## config.mk

```make
export PLATFORM = sky130hd
export DESIGN_NAME = sm_shift_add_multiplier
export DESIGN_NICKNAME = d
export VERILOG_FILES = /design/src/rtl/sm_shift_add_multiplier_pkg.sv /design/src/rtl/sm_mul_datapath.sv /design/src/rtl/sm_shift_add_multiplier.sv
export SDC_FILE = /design/constraint.sdc
export NUM_CORES = 1
export LEC_CHECK = 0
export ABC_AREA = 1
export BUFFER_PORTS_ARGS = -buffer_cell sky130_fd_sc_hd__buf_2
export CAP_MARGIN = 10
export CORE_ASPECT_RATIO = 0.6
export CORE_UTILIZATION = 55
export CTS_BUF_LIST = sky130_fd_sc_hd__clkbuf_4 sky130_fd_sc_hd__clkbuf_8 sky130_fd_sc_hd__clkbuf_16
export DETAILED_ROUTE_END_ITERATION = 10
export PLACE_DENSITY_LB_ADDON = 0.3
export SLEW_MARGIN = 10
export SYNTH_ARGS = -nofsm -noshare
export SYNTH_HDL_FRONTEND = slang
export SYNTH_SLANG_ARGS = --single-unit
```

## constraint.sdc

```tcl
create_clock -name clk -period 3.3 [get_ports clk]
set_input_delay 0.99 -clock clk [delete_from_list [all_inputs] [get_ports clk]]
set_output_delay 0.99 -clock clk [all_outputs]
set_load 0.02 [all_outputs]
```

## src/rtl/sm_shift_add_multiplier_pkg.sv

```systemverilog
// Shared definitions for the sign-magnitude multiply/divide blocks:
// default width, FSM encoding and operand field helpers.
package sm_shift_add_multiplier_pkg;

  localparam int DEFAULT_WIDTH = 8;
  localparam int MAX_W         = 32;

  typedef enum logic [1:0] {
    IDLE = 2'd0,
    CALC = 2'd1,
    DONE = 2'd2
  } state_t;

  // Operands are zero-extended to MAX_W+1 bits by the caller; w is the magnitude width.
  function automatic logic sm_sign(input logic [MAX_W:0] op, input int w);
    return |(op & ((MAX_W+1)'(1) << w));
  endfunction

  function automatic logic [MAX_W-1:0] sm_mag(input logic [MAX_W:0] op, input int w);
    logic [MAX_W:0] mask;
    mask = ((MAX_W+1)'(1) << w) - (MAX_W+1)'(1);
    return op[MAX_W-1:0] & mask[MAX_W-1:0];
  endfunction

endpackage

```

## src/rtl/sm_mul_datapath.sv

```systemverilog
// Magnitude datapath of the shift-add multiplier: M, ACC (with carry) and MQ,
// one conditional add plus a right shift of {ACC,MQ} per step.
module sm_mul_datapath
  import sm_shift_add_multiplier_pkg::*;
#(
  parameter int WIDTH = DEFAULT_WIDTH
) (
  input  logic                 clk,
  input  logic                 rst_n,
  input  logic                 load,
  input  logic                 step,
  input  logic [WIDTH-1:0]     mag_a,
  input  logic [WIDTH-1:0]     mag_b,
  output logic [2*WIDTH-1:0]   prod_nxt
);

  logic [WIDTH-1:0] m_r;
  logic [WIDTH-1:0] mq_r;
  logic [WIDTH:0]   acc_r;
  logic [WIDTH:0]   sum;
  logic [WIDTH:0]   acc_nxt;
  logic [WIDTH-1:0] mq_nxt;

  // The adder carry lands in sum[WIDTH] and is shifted down into the ACC MSB.
  always_comb begin
    sum      = acc_r + (mq_r[0] ? {1'b0, m_r} : '0);
    acc_nxt  = {1'b0, sum[WIDTH:1]};
    mq_nxt   = {sum[0], mq_r[WIDTH-1:1]};
    prod_nxt = {acc_nxt[WIDTH-1:0], mq_nxt};
  end

  always_ff @(posedge clk or negedge rst_n) begin
    if (!rst_n) begin
      m_r   <= '0;
      mq_r  <= '0;
      acc_r <= '0;
    end else if (load) begin
      m_r   <= mag_a;
      mq_r  <= mag_b;
      acc_r <= '0;
    end else if (step) begin
      acc_r <= acc_nxt;
      mq_r  <= mq_nxt;
    end
  end

endmodule

```

## src/rtl/sm_shift_add_multiplier.sv

```systemverilog
// Sequential sign-magnitude multiplier, one multiplier bit per cycle,
// with a start/busy/done handshake.
module sm_shift_add_multiplier
  import sm_shift_add_multiplier_pkg::*;
#(
  parameter int WIDTH = DEFAULT_WIDTH
) (
  input  logic               clk,
  input  logic               rst_n,
  input  logic               start,
  input  logic [WIDTH:0]     multiplicand,
  input  logic [WIDTH:0]     multiplier,
  output logic               busy,
  output logic               done,
  output logic [2*WIDTH:0]   product
);

  localparam int CNT_W = $clog2(WIDTH);

  state_t               state;
  state_t               state_nxt;
  logic [CNT_W-1:0]     cnt;
  logic                 sign_r;
  logic                 load;
  logic                 step;
  logic                 last;
  logic [MAX_W:0]       mcand_ext;
  logic [MAX_W:0]       mplier_ext;
  logic [WIDTH-1:0]     mag_a;
  logic [WIDTH-1:0]     mag_b;
  logic                 sign_in;
  logic [2*WIDTH-1:0]   prod_nxt;

  assign mcand_ext  = (MAX_W+1)'(multiplicand);
  assign mplier_ext = (MAX_W+1)'(multiplier);
  assign mag_a      = WIDTH'(sm_mag(mcand_ext, WIDTH));
  assign mag_b      = WIDTH'(sm_mag(mplier_ext, WIDTH));
  assign sign_in    = sm_sign(mcand_ext, WIDTH) ^ sm_sign(mplier_ext, WIDTH);
  assign last       = step && (cnt == CNT_W'(WIDTH-1));

  always_ff @(posedge clk or negedge rst_n) begin
    if (!rst_n) state <= IDLE;
    else        state <= state_nxt;
  end

  always_comb begin
    state_nxt = state;
    case (state)
      IDLE:    if (start) state_nxt = CALC;
      CALC:    if (last)  state_nxt = DONE;
      DONE:    state_nxt = IDLE;
      default: state_nxt = IDLE;
    endcase
  end

  always_comb begin
    busy = (state == CALC);
    done = (state == DONE);
    load = (state == IDLE) && start;
    step = (state == CALC);
  end

  // A zero magnitude never carries a negative sign.
  always_ff @(posedge clk or negedge rst_n) begin
    if (!rst_n) begin
      cnt     <= '0;
      sign_r  <= 1'b0;
      product <= '0;
    end else if (load) begin
      cnt    <= '0;
      sign_r <= sign_in;
    end else if (step) begin
      cnt <= cnt + 1'b1;
      if (last) product <= {sign_r & (|prod_nxt), prod_nxt};
    end
  end

  sm_mul_datapath #(.WIDTH(WIDTH)) u_datapath (
    .clk      (clk),
    .rst_n    (rst_n),
    .load     (load),
    .step     (step),
    .mag_a    (mag_a),
    .mag_b    (mag_b),
    .prod_nxt (prod_nxt)
  );

endmodule

```

== Word-level counts from Yosys, hierarchy flattened ==
Cells that the tools add are included.

* Equality and inequality tests: 5
* Bitwise gates (word level): 3
* Reduce and logical (&&, ||, !) cells: 7
* Add/sub/neg operators: 2
* Magnitude comparators: 0
* Shifts and indexed selects: 0
* Multiplexer cells: 10
* Multipliers: 0
* Div/mod/pow operators: 0

{| class="wikitable"
|+ Operator list
! kind !! count
|-
| $mux W8 || 3
|-
| $mux W9 || 2
|-
| $reduce_or A16 Y1 || 1
|-
| $add A9 B9 Y9 || 1
|-
| $mux W3 || 2
|-
| $mux W2 || 2
|-
| $pmux W2 S2 || 1
|-
| $add A3 B1 Y3 const B || 1
|-
| $eq A3 B3 Y1 const B || 1
|-
| $reduce_and A3 Y1 || 1
|-
| $eq A2 B1 Y1 const B || 1
|-
| $eq A2 B2 Y1 const B || 1
|-
| $logic_and A1 B1 Y1 || 2
|-
| $logic_not A2 Y1 || 1
|-
| $ne A2 B1 Y1 const B || 1
|-
| $ne A2 B2 Y1 const B || 1
|-
| $reduce_and A2 Y1 || 1
|-
| $reduce_bool A2 Y1 || 1
|-
| $and A1 B1 Y1 || 1
|-
| $not A1 Y1 || 1
|-
| $xor A1 B1 Y1 || 1
|}

* Flip-flop bits (word level): 48
* ROM bits: 0
* Logic and storage cells: 34
* RAM bits: 0
* Memories: 0
* Latch bits: 0

== Longest topological paths before layout ==
Gate-level depths: netlist of the first run.

* Depth after elaboration: 4
* Depth in mapped cells: 15

== Modules after synthesis ==
A second synthesis of the first run with hierarchy kept.

* Cells, all modules: 309
* Area total of the unflattened synthesis: 2506.2 µm²

{| class="wikitable"
|+ By module, submodules not included
! module !! area an instance (µm²) !! cells an instance !! times used !! seq. area each (µm²)
|-
| sm_mul_datapath || 1471.4 || 192 || 1 || 600.6
|-
| sm_shift_add_multiplier || 1034.7 || 117 || 1 || 575.6
|}

== Least setup slack after synthesis of the first run ==
No wires, ideal clock.

* Kind: flip-flop to flip-flop
* Start: register u_datapath.mq_r[0]
* End: register product[16]
* Library setup time: 0.116 ns
* Data required time: 3.184 ns
* Cell stages (with the launch flop): 14
* Arrival: 1.889 ns
* Slack: 1.295 ns
* Cell sequence: dfrtp_1 -> clkbuf_1 -> nand2_1 -> inv_1 -> ha_1 -> fa_1 -> nand2_1 -> nand3_2 -> nand3_1 -> nand2_1 -> xnor2_1 -> nand3_1 -> nand2_1 -> nand2_1

* Longest elaborated chain between the ends: 4

{| class="wikitable"
|+ RTL lines
! what !! line !! RTL
|-
| start, declared || sm_mul_datapath.sv:18 || <nowiki>logic [WIDTH-1:0] mq_r;</nowiki>
|-
| start signal, assigned || sm_mul_datapath.sv:39 || <nowiki>mq_r <= mag_b;</nowiki>
|-
| start signal, assigned || sm_mul_datapath.sv:43 || <nowiki>mq_r <= mq_nxt;</nowiki>
|-
| $mux W8 || sm_mul_datapath.sv:26 || <nowiki>sum = acc_r + (mq_r[0] ? {1'b0, m_r} : '0);</nowiki>
|-
| $add A9 B9 Y9 || sm_mul_datapath.sv:26 ||
|-
| $reduce_or A16 Y1 || sm_shift_add_multiplier.sv:74 || <nowiki>if (last) product <= {sign_r & (|prod_nxt), prod_nxt};</nowiki>
|-
| $and A1 B1 Y1 || sm_shift_add_multiplier.sv:74 ||
|-
| end signal, assigned || sm_shift_add_multiplier.sv:74 ||
|-
| end, declared || sm_shift_add_multiplier.sv:15 || <nowiki>output logic [2*WIDTH:0] product</nowiki>
|}

No other way between the ends.
A chain may end at the register's enable or synchronous reset.

== Final worst setup path of the first run ==
* Start: register state[1]
* End: output busy

* Longest elaborated chain between the ends: 1

{| class="wikitable"
|+ RTL lines
! what !! line !! RTL
|-
| start, declared || sm_shift_add_multiplier.sv:20 || <nowiki>state_t state;</nowiki>
|-
| start signal, assigned || sm_shift_add_multiplier.sv:43 || <nowiki>else state <= state_nxt;</nowiki>
|-
| $eq A2 B1 Y1 || sm_shift_add_multiplier.sv:57 || <nowiki>busy = (state == CALC);</nowiki>
|-
| end, declared || sm_shift_add_multiplier.sv:13 || <nowiki>output logic busy,</nowiki>
|}

No other way between the ends.

==> results of run 1 <==
## cell families after synthesis
logic type,count (synthesis),share of synthesized area (%)
AO/OA/AOI/OAI,49,11.82
XOR/XNOR,2,0.7594
adder cells (fa/ha/maj),11,6.291
buffers and inverters,49,8.406
flip-flops,47,50.98
AND/OR/NAND/NOR,124,21.75
## how the worst max path moves through the flow
| stage | depth (start not counted) | slack (ns) | from | endpoint |
|---|---|---|---|---|
| global route | 4 | 0.66 | state[1]$_DFFE_PN0P_ | busy |
| CTS | 4 | 0.80 | state[1]$_DFFE_PN0P_ | busy |
| global placement | 6 | 0.86 | start | u_datapath.mq_r[3]$_DFFE_PN0P_ |
| detailed placement | 6 | 0.69 | start | u_datapath.mq_r[2]$_DFFE_PN0P_ |
| floorplan | 13 | 1.29 | u_datapath.mq_r[0]$_DFFE_PN0P_ | product[16]$_DFFE_PN0P_ |
| finish | 4 | 0.79 | state[1]$_DFFE_PN0P_ | busy |
## Yosys cell counts
library cell   n  area [um2]
ha_1          10       125.1
nand2_2        2       12.51
dfrtp_1       47        1176
xnor2_1        2       17.52
inv_1         38       142.6
o21ai_0       29       145.1
a22oi_1        7       52.55
nand3_2        1       10.01
nor2_2         1       6.260
a21oi_1        5       25.02
fa_1           1       20.02
buf_4          1       7.510
nand2_1       90       337.8
clkbuf_1       3       11.26
nor2_1        13       48.80
a22o_1         2       17.52
inv_2          2       7.510
buf_2          5       25.02
or2_0          1       6.260
o21ai_1        5       25.02
nand3_1       16       80.08
o211ai_1       1       7.510
## state kept, by name, summed over array words and instances, names as in the netlist
register	cells
u_datapath.mq_r	8
cnt	3
u_datapath.acc_r	8
state	2
u_datapath.m_r	8
product	17
sign_r	1
## routing by layer
| layer | GRT usage [%] | routed length (um) | up-vias |
|---|---|---|---|
| li1 | - | - | 973 |
| met1 | 38.43 | 2529 | 885 |
| met2 | 36.53 | 2120 | 65 |
| met3 | 5.354 | 313 | 5 |
| met4 | 8.333 | 37 | 0 |
| met5 | 0 | 0 | - |
## final cells by class
type	instances	area, um2
Tap cell	47	58.81
Multi-Input combinational cell	186	937.1
Sequential cell	47	1176
Clock buffer	8	103.9
Fill cell	327	1200
Timing Repair Buffer	40	202.7
Inverter	40	150.1
## stage by stage
stage	power [mW]	instances	hold WS [ns]	setup WS [ns]	area (um2)
final	2.636	368	0.4818	0.7901	2629
after global routing	2.862	368	0.5092	0.6632	2629
after floorplan	1.892	282	0.4492	1.295	2307
after global placement	2.192	360	0.4601	0.8635	2525
after detailed placement	2.248	360	0.4678	0.6854	2525
after CTS	2.632	368	0.4879	0.7955	2629
## power groups by stage
stage | combinational (mW) | clock [mW] | sequential (mW)
floorplan | 0.796 | 0 | 1.10
global placement | 1.18 | 0 | 1.01
detailed placement | 1.23 | 0 | 1.02
CTS | 1.23 | 0.387 | 1.01
global route | 1.40 | 0.420 | 1.04
finish | 1.24 | 0.382 | 1.01
## worst max-delay path, stage by stage (launching register included)
cell and delay (ns):
dfrtp_1 0.39, inv_1 0.08, nand2_1 0.24, inv_2 0.30, buf_2 0.21
==> impl_metrics.csv, run 1 <==
group,metric,value,unit
outcome,outcome,"finished clean",
setup_path,critPathLaunchType,"register",
route,ant_nets,0,
sta,fmax,398.4,MHz
clocking,clk_pin_slew,0.08,ns
synth,ys_seq_area_share,50.98,%
route,wl_per_cell,13.59,um
worst_hold_path,hold_class,"reg -> reg",
route,dr.pass1.iters,4,
clocking,htree_levels,2,
grt,track_usage,25.45,%
layout,fin_util,68.66,%
place,dp_hpwl,3817,um
clocking,cts_made_buffers,5,
synth,ys_warn_count,0,
layout,drive_above_1_share,16.82,%
clocking,postCtsResizedCells,0,
die,ios,40,
worst_hold_path,min_to,"product[1]$_DFFE_PN0P_",
place,portBuffers,39,
worst_hold_path,holdPathStages,2,
setup_path,reg2reg_slack,0.98,ns
setup_path,crit_path_end_kind,"primary output",
sta,rsz0062_at_grt,"no",
synth,ys_ff_latch,47,
clocking,postCtsSetupRepairBufs,0,
grt,grt_pass1_vias,1744,
place,gp_congestion,0.8081,
sta,fin_crit,2.510,ns
clocking,clock_latency,0.29,ns
power,share_comb_of_total_power,47.0,%
layout,final_common_cell,"nand2_1",
setup_path,reg2reg_depth,14,
clocking,cts_root_buf,"clkbuf_8",
clocking,numClockSinks,47,
setup_path,reg2reg_to,"product[16]$_DFFE_PN0P_",
die,core_area,3829,um2
setup_path,crit_type,"reg -> out",
worst_hold_path,min_from,"product[1]$_DFFE_PN0P_",
setup_path,r2r_start,"u_datapath.mq_r[0]$_DFFE_PN0P_",
power,pwr_density_cell,1003,nW/um2
clocking,cts_tree,"yes",
layout,final_cell_mix,"nand2_1 (90), dfrtp_1 (47), buf_2 (39)",
clocking,clockBufferDepth,2,
die,start_util,60.26,%
route,wirelength,5000,um
sta,final_hold_viol_count,0,
power,p_int,1.461,mW
clocking,holdBufCountCts,0,
layout,diodes,0,
layout,area_growth,13.94,%
power,peakVddDrop,482.0,uV
power,pwr-share-seq,38.5,%
die,die_area,4467,um2
synth,synth_nets,314,
grt,grt_pass1_wl,8314,um
sta,drv_slew,0,
power,netSwitchingPower,1.175,mW
route,vias_per_cell,5.239,
setup_path,worstPathRequired,2.31,ns
route,vias,1928,
sta,setup_tns,0,ns
power,leakagePower,1.485,nW
sta,fin_crit_sh,76.06,%
route,drc,0,
die,die_y,52.17,um
grt,grt_max_degree,36,
grt,grt_antenna_before_repair,0,
route,drt-initial-drc-count,149,
sta,worstMarginPinSlew,0.5712,ns
synth,synth_area_per_cell,8.182,um2
setup_path,crit_path_max_fanout,12,
synth,synth_area,2307,um2
power,swShare,44.58,%
setup_path,critPathArrivalTime,1.52,ns
run,drv_cap,0,
grt,grt_overflow,0,
layout,layout.nets,352,
synth,synth_cells,282,
synth,synthDistinctLibCells,22,
die,num_rows,17,
sta,fin_skew,0.004377,ns
sta,setup_viol,0,
sta,max_slew_margin,61.79,%
power,clockPowerShare,14.5,%
die,die_w,85.62,um
(Power assumes the default switching activity.)
==> run 2: changes to the inputs <==
- CORE_UTILIZATION: 55 -> 50
- clock period: 3.3 -> 2.3 ns (I/O delays scaled with it)
==> run 2 against run 1 <==
Compared with the run above: flip-flop and latch count unchanged; clock skew decreased by 0.00075 ns; wire length decreased by 0.40%; first-iteration DRC count increased by 6.0%; setup slack got worse by 0.60 ns.
==> impl_metrics.csv, run 2 (synthesis gave the netlist of run 1 again) <==
group,metric,value,unit
clocking,clockBufferDepth,2,
place,post_dp_cell_area,2564,um2
setup_path,cp.buffers_inverters,2,
sta,final_hold_viol_count,0,
run,drv_cap,0,
die,ios,40,
setup_path,critPathLaunchType,"register",
place,gp_congestion,0.9195,
die,die_y,54.62,um
power,total_power,3.878,mW
route,dr.pass1.iters,4,
layout,diodes,0,
layout,multi_input_area,944.7,um2
layout,fillers,387,
grt,grt_antenna_before_repair,0,
route,wirelength,4980,um
power,leakagePower,1.500,nW
layout,final_common_cell,"nand2_1",
sta,drv_slew,0,
power,pwr_density_cell,1448,nW/um2
route,drt-initial-drc-count,158,
sta,worstMarginPinSlew,0.5797,ns
sta,fin_crit,2.108,ns
clocking,cts_tree,"yes",
sta,max_slew_margin,61.22,%
sta,fmax,474.3,MHz
clocking,htree_levels,2,
layout,drive_above_1_share,17.96,%
setup_path,timing.critical_path.mode_cell,"nand2_1",
die,die_area,4899,um2
route,wl_per_cell,13.00,um
setup_path,critPathTopFamily,"simple AND/OR/NAND/NOR gates",
sta,fin_crit_sh,91.67,%
die,start_util,54.20,%
setup_path,worstPathRequired,2.49,ns
setup_path,path_cells,"nand2_1 -> inv_1 -> ha_1 -> fa_1 -> inv_1 -> nand2_1 -> nor2_1 -> nand2_1 -> nor2_1 -> nand3_1 -> nor2_1 -> nand3_1 -> nand2_1 -> nand2_1",
layout,largest_reg_flops,17,
clocking,numClockSinks,47,
layout,area_growth,16.11,%
grt,grt_overflow,0,
layout,final_cell_mix,"nand2_1 (90), dfrtp_1 (46), buf_2 (39)",
die,num_rows,18,
setup_path,max_stage_delay,0.46,ns
clocking,clk_pin_slew,0.08,ns
sta,hold-worst-slack,0.4657,ns
worst_hold_path,hold_class,"in -> async",
clocking,cts_made_buffers,5,
grt,track_usage,23.25,%
setup_path,slowest_stage,"dfrtp_2",
layout,fin_util,62.93,%
setup_path,crit_path_end_kind,"register",
clocking,holdBufCountCts,0,
route,vias_per_cell,5.016,
setup_path,crit_type,"reg -> reg",
setup_path,crit_path_max_fanout,9,
sta,setup_tns,0,ns
grt,grt_pass1_wl,8162,um
clocking,clock_latency,0.30,ns
clocking,cts_root_buf,"clkbuf_8",
route,drc,0,
layout,layout.nets,355,
outcome,outcome,"finished clean",
sta,fin_skew,0.003627,ns
place,portBuffers,39,
sta,setup_viol,0,
power,peakVddDrop,805.1,uV
layout,regArea,1177,um2
grt,grt_pass1_vias,1677,
layout,final_cell_area,2679,um2
route,ant_nets,0,
route,vias,1921,
sta,rsz0062_at_grt,"no",
layout,top_register,"product",
die,core_area,4257,um2
place,dp_hpwl,3721,um
die,die_w,89.70,um
grt,grt_max_degree,48,
setup_path,critPathArrivalTime,2.30,ns
[run 2: final cells by class]
cell class,instances,area share [%]
flip-flops and latches,47,43.95
well taps,60,2.802
clock buffers,6,2.849
repair buffers,43,8.407
inverters,40,5.605
clock inverters,1,1.121
multi-input cells,186,35.26
[run 2: report_power, final]
| group | total, mW | internal (mW) | leakage (nW) | switching (mW) |
|---|---|---|---|---|
| combinational | 1.83 | 0.642 | 0.857 | 1.19 |
| clock | 0.588 | 0.330 | 0.0547 | 0.258 |
| sequential | 1.45 | 1.21 | 0.588 | 0.243 |
[run 2: repair_timing]
item,4_1_cts,5_1_grt
setup buffers,0,0
resized for setup,0,2
setup endpoints to repair,0,1
[run 2: worst reg2reg max path: stages (launching register included)]
cell and delay [ns]:
dfrtp_2 0.46, nand2_1 0.09, inv_1 0.04, ha_1 0.21, fa_1 0.44, inv_1 0.10, nand2_1 0.06, nor2_1 0.08
nand2_1 0.05, nor2_1 0.09, nand3_1 0.10, nor2_1 0.11, nand3_1 0.08, nand2_1 0.06, nand2_1 0.04
[run 2: routing by layer]
| metal | GRT usage (%) | vias up | part of all wire (%) |
|---|---|---|---|
| met4 | 5.556 | 0 | 0.80 |
| met2 | 32.32 | 69 | 40 |
| met5 | 0 | - | 0 |
| li1 | - | 978 | - |
| met1 | 36.27 | 867 | 52 |
| met3 | 5.279 | 7 | 6.7 |
[run 2: path summary, 6_finish.rpt]
| check | start | endpoint | slack, ns | cells after the start |
|---|---|---|---|---|
| hold / removal | rst_n | product[5]$_DFFE_PN0P_ | 0.47 | 2 |
| setup reg to reg | u_datapath.mq_r[0]$_DFFE_PN0P_ | product[16]$_DFFE_PN0P_ | 0.19 | 14 |
| setup / recovery | u_datapath.mq_r[0]$_DFFE_PN0P_ | product[16]$_DFFE_PN0P_ | 0.19 | 14 |
| max in group asynchronous | rst_n | u_datapath.mq_r[0]$_DFFE_PN0P_ | 1.41 | 2 |
| min in group clk | product[2]$_DFFE_PN0P_ | product[2]$_DFFE_PN0P_ | 0.48 | 2 |
| hold reg to reg | product[2]$_DFFE_PN0P_ | product[2]$_DFFE_PN0P_ | 0.48 | 2 |
[run 2: through the flow]
| step | setup slack (ns) | instances |
|---|---|---|
| 6_report | 0.1915 | 383 |
| 5_1_grt | 0.04318 | 383 |
| 4_1_cts | 0.1502 | 383 |
| 3_5_place_dp | 0.1506 | 376 |
| 3_3_place_gp | 0.2325 | 376 |
| 2_1_floorplan | 0.2949 | 282 |
